$ cat config.mk
export PLATFORM = sky130hd
export DESIGN_NAME = pwm_duty_decoder
export DESIGN_NICKNAME = d
export VERILOG_FILES = /design/src/rtl/pwm_duty_decoder.sv
export SDC_FILE = /design/constraint.sdc
export NUM_CORES = 1
export LEC_CHECK = 0
export CAP_MARGIN = 10
export CORE_ASPECT_RATIO = 1.75
export CORE_UTILIZATION = 55
export DETAILED_ROUTE_END_ITERATION = 10
export PLACE_DENSITY = 0.75
export SLEW_MARGIN = 15
export SYNTH_ARGS = -nofsm -noshare
export SYNTH_HDL_FRONTEND = slang
export SYNTH_SLANG_ARGS = --single-unit
$ cat constraint.sdc
create_clock -name clk -period 4.3 [get_ports clk]
set_input_delay 0.43 -clock clk [delete_from_list [all_inputs] [get_ports clk]]
set_output_delay 0.43 -clock clk [all_outputs]
set_load 0.02 [all_outputs]
$ cat src/rtl/pwm_duty_decoder.sv
// Measures period and high time of an asynchronous PWM input and reports the
// duty cycle in tenths (0..10) through a 4-step restoring divider.
module pwm_duty_decoder #(
  parameter int CW = 16
) (
  input  logic          clk,
  input  logic          rst_n,
  input  logic          ui_pwm_in,
  input  logic          ui_clear,
  output logic [3:0]    uo_duty,
  output logic [CW-1:0] uo_period,
  output logic [CW-1:0] uo_high,
  output logic          uo_valid,
  output logic          uo_overrun,
  output logic          uo_locked,
  output logic [1:0]    dbg_state
);

  localparam int DW = CW + 4;
  localparam logic [CW-1:0] CNT_MAX = '1;

  typedef enum logic [1:0] {
    ARM   = 2'd0,
    RUN   = 2'd1,
    STUCK = 2'd2
  } state_t;

  state_t        state;
  logic          sync_q;
  logic          s;
  logic          s_d;
  logic          rise;
  logic [CW-1:0] period_cnt;
  logic [CW-1:0] high_cnt;

  logic          busy;
  logic [1:0]    step;
  logic [DW-1:0] rem;
  logic [DW-1:0] div_p;
  logic [3:0]    quo;
  logic [CW-1:0] cap_p;
  logic [CW-1:0] cap_h;

  logic [DW-1:0] shifted;
  logic          ge;
  logic [3:0]    quo_next;
  logic          drop;

  assign rise      = s & ~s_d;
  assign drop      = (state == RUN) && rise && busy;
  assign dbg_state = state;

  // One restoring-division step: trial subtract of P shifted by the current bit.
  always_comb begin
    shifted        = div_p << step;
    ge             = (rem >= shifted);
    quo_next       = quo;
    quo_next[step] = ge;
  end

  // uo_valid is a one-cycle pulse; there is no back-pressure, so a consumer
  // must take uo_duty/uo_period/uo_high in the cycle uo_valid is high.
  always_ff @(posedge clk) begin
    if (!rst_n) begin
      state      <= ARM;
      sync_q     <= 1'b0;
      s          <= 1'b0;
      s_d        <= 1'b0;
      period_cnt <= '0;
      high_cnt   <= '0;
      busy       <= 1'b0;
      step       <= 2'd0;
      rem        <= '0;
      div_p      <= '0;
      quo        <= 4'd0;
      cap_p      <= '0;
      cap_h      <= '0;
      uo_duty    <= 4'd0;
      uo_period  <= '0;
      uo_high    <= '0;
      uo_valid   <= 1'b0;
      uo_overrun <= 1'b0;
      uo_locked  <= 1'b0;
    end else begin
      sync_q   <= ui_pwm_in;
      s        <= sync_q;
      s_d      <= s;
      uo_valid <= 1'b0;

      case (state)
        ARM, STUCK: begin
          if (rise) begin
            period_cnt <= {{(CW-1){1'b0}}, 1'b1};
            high_cnt   <= {{(CW-1){1'b0}}, 1'b1};
            state      <= RUN;
            uo_locked  <= 1'b1;
          end
        end
        RUN: begin
          if (rise) begin
            period_cnt <= {{(CW-1){1'b0}}, 1'b1};
            high_cnt   <= {{(CW-1){1'b0}}, 1'b1};
            if (!busy) begin
              busy  <= 1'b1;
              step  <= 2'd3;
              quo   <= 4'd0;
              rem   <= ({4'd0, high_cnt} << 3) + ({4'd0, high_cnt} << 1);
              div_p <= {4'd0, period_cnt};
              cap_p <= period_cnt;
              cap_h <= high_cnt;
            end
          end else if (period_cnt == CNT_MAX) begin
            // No edge for a full counter range: report a flat line.
            state     <= STUCK;
            uo_locked <= 1'b0;
            uo_period <= '0;
            uo_high   <= '0;
            uo_duty   <= s ? 4'd10 : 4'd0;
            uo_valid  <= 1'b1;
          end else begin
            period_cnt <= period_cnt + 1'b1;
            if (s && (high_cnt != CNT_MAX))
              high_cnt <= high_cnt + 1'b1;
          end
        end
        default: begin
          state     <= ARM;
          uo_locked <= 1'b0;
        end
      endcase

      if (busy) begin
        if (ge)
          rem <= rem - shifted;
        quo <= quo_next;
        if (step == 2'd0) begin
          busy      <= 1'b0;
          uo_duty   <= (quo_next > 4'd10) ? 4'd10 : quo_next;
          uo_period <= cap_p;
          uo_high   <= cap_h;
          uo_valid  <= 1'b1;
        end else begin
          step <= step - 2'd1;
        end
      end

      // A dropped measurement beats a simultaneous clear.
      if (drop)
        uo_overrun <= 1'b1;
      else if (ui_clear)
        uo_overrun <= 1'b0;
    end
  end

endmodule

==> out/results.tsv <==
metric	value	unit
synth warn	0	
flop2flop setup slack	0.47	ns
Core ar.	0.0130	sq mm
Reg2Reg Depth	12	
slowest CP cell	mux4_2	
crit path launch	step[0]	
post-synthesis mux area share	0.0323	
ANT nets after route	0	
minimum clock period	3.83	ns
Ports	45	
clock share of power	0.496	
area grow syn2layout	16.0	%
FP Rows	55	
non-filler instance count after layout	1156	
Tot GR Track Use	0.317	
Post-Synthesis Cells	946	
Synth Area per Inst	7.77	sq um
crit path max fanout	18	
crit path cell chain	buf_4 -> mux4_2 -> inv_1 -> ha_1 -> a21oi_1 -> o21ai_0 -> a31oi_1 -> o21ai_0 -> o21ai_2 -> buf_4 -> nor2_1 -> a2111oi_2	
worst-skew pair later-pin latency	0.42	ns
mapped cell area	0.00735	sq mm
critical path class	reg -> reg	
CTS buffer count	17	
count leader, synth	nand2_1	
die span in y	155	microns
top_reg_cell synth	dfxtp_1	
vias in the first global route	6659	
Pleak	3.09	nW
dpl hpwl	15000	microns
Setup crit end kind	flip-flop	
top post-synthesis cells by count	147 x nand2_1, 134 x dfxtp_1, 116 x a21oi_1	
Setup Fix Bufs, Post-CTS	0	
Residual DRC	0	
Synth Register Bits	134	
hold path start	sync_q	
deepest clock path buffer count	2	
simple-gate share of the synthesized area	0.231	
ratio of cells with drive above 1 in the final layout	0.0761	
first-pass GRT wire length	33200	microns
Post-synth EDFFs	0	
Clock Sinks	134	
TritonRoute pass-1 iters	7	
initial antenna violation count	0	
Compound-Gate Fraction of Synth Area	0.217	
CP Data Arrival Time	4.15	ns
Area contributors post-synth	dfxtp_1 36%, a21oi_1 7.9%, nand2_1 7.5%, ha_1 6.0%, nor2_1 4.3%	
total die area	0.0139	sq mm
clock-pin transition on the worst setup and hold timing paths	0.07	ns
outcome	finished clean	
port bufs	44	
NumNets Final	1013	
WL final	20900	microns
FMAX	0.261	GHz
Worst setup SP type	flip-flop	
Rel. slew slack	0.366	
Hold Fails Final Rpt	0	
largest family of logic cells by synthesized area	simple AND/OR/NAND/NOR gates	
largest net degree at the start of global routing	56	
total grt overflow	0	
dpl cells	1124	
hold depth	1	
MaxCap Viol Count	0	
Comb pwr share	0.075	
Flop pwr share	0.429	
reg2reg start	step[0]	
Yosys cell types	66	
Worst VDD drop	322	uV
RSZ-0062 raised after global routing	no	
WP data required	4.62	ns
RR Endpoint	rem[9]	
Final Setup Violations	0	
gpl congestion	0.931	
Hold-fix buffers, CTS	0	
post-synthesis xor/xnor area fraction	0.0429	
Int Pwr	0.00216	W
largest area contributor in the netlist	dfxtp_1	
wire per inst	18.1	microns
total power	0.00294	W
peak per-stage delay on the critical path	0.54	ns
initial core utilization	0.565	
Power Density	344	mW/mm^2
routed wl met3	899	microns
uppermost routed layer	met4	
period utilization	0.892	
cts repair resizes	0	
vias per cell	6.04	
sequential area share after synthesis	0.365	
hold endpoint	s	
switch share	0.266	
area share of the largest cell type after synthesis	0.365	
Hold Path Class	reg -> reg	
First DRT Iteration DRCs	448	
root buffer cell	clkbuf_16	
Worst Tran Pin Value	0.947	ns
switching power	0.000780	W
met1 WL	8010	microns
total number of vias	6986	
DIE WIDTH	89.4	microns
Diodes inserted	0	
adder-cell share of the synthesized area	0.0650	
Syn Nets	987	
WL met2	10800	microns
Slew Viols, Final	0	
ys async rst share	0	
CTS H-tree depth	4	
setup TNS	0	ns
worst-case clock skew	0.0137	ns
CTS tree	built	
==> per-stage QoR <==
step                utilization  cell area, sq um  setup WS [ns]  hold slack, ns
floorplan                     -              7350          0.562           0.412
global placement          0.611              7950          0.586           0.426
detailed placement        0.611              7950          0.537           0.431
CTS                       0.656              8530          0.509           0.455
global route              0.656              8530          0.237           0.460
finish                    0.656              8530          0.466           0.448
==> metal layers <==
metal | vias to the layer above | global-route usage
met1 | 3293 | 0.350
met4 | 0 | 0.198
met3 | 71 | 0.0515
met5 | - | 0
met2 | 222 | 0.550
li1 | 3400 | -
==> worst max-delay path: cells and delay by family, from the launching register on <==
kind / cells / cell delay (ns)
compound gates: 6 / 1.56
buf+inv: 3 / 0.72
mux: 1 / 0.54
flops: 1 / 0.53
fa+ha+maj: 1 / 0.30
simple gates: 1 / 0.08
==> cell type report <==
cell class	instances	area, sq um
Sequential cell	134	2680
Clock buffer	17	425
Timing Repair Buffer	61	581
Fill cell	1128	4470
Tap cell	171	214
Inverter	34	128
Clock inverter	15	163
Multi-Input combinational cell	724	4340
==> worst max path at each step <==
stage                          to
after CTS                  rem[9]
after global placement     rem[9]
after floorplan           rem[19]
final                      rem[9]
after detailed placement   rem[9]
after global routing       rem[9]
==> flip-flops by register name (all words and copies together), names as in the netlist <==
| signal | count |
|---|---|
| sync_q | 1 |
| period_cnt | 16 |
| uo_duty | 4 |
| uo_locked | 1 |
| uo_overrun | 1 |
| quo | 4 |
| step | 2 |
| dbg_state | 1 |
| uo_valid | 1 |
| busy | 1 |
| rem | 20 |
| uo_high | 16 |
| s | 1 |
| cap_p | 16 |
| uo_period | 16 |
| high_cnt | 16 |
| s_d | 1 |
| cap_h | 16 |
==> kinds of logic after synthesis <==
family,Yosys count
xor+xnor,36
mux,22
buf+inv,88
simple gates,377
flops,134
compound gates,252
fa+ha+maj,37
==> power by group through the flow <==
stage                     clock, W  sequential, W  combinational, W
final                      0.00146        0.00126          0.000220
after global routing       0.00152        0.00126          0.000238
after CTS                  0.00146        0.00126          0.000216
after detailed placement         0        0.00129          0.000214
after global placement           0        0.00129          0.000215
after floorplan                  0        0.00128          0.000165
==> layout by cell type (no fill, tap or decap), drive strengths merged, types with 17 or more instances in the layout <==
cell type / count
ha: 35
xor2: 18
inv: 41
mux2i: 17
nor3: 17
o21ai: 39
clkbuf: 17
buf: 17
clkdlybuf4s50: 44
nor2: 87
xnor2: 18
a21oi: 116
nand2: 147
nand3: 60
dfxtp: 134
(Power assumes the default switching activity.)
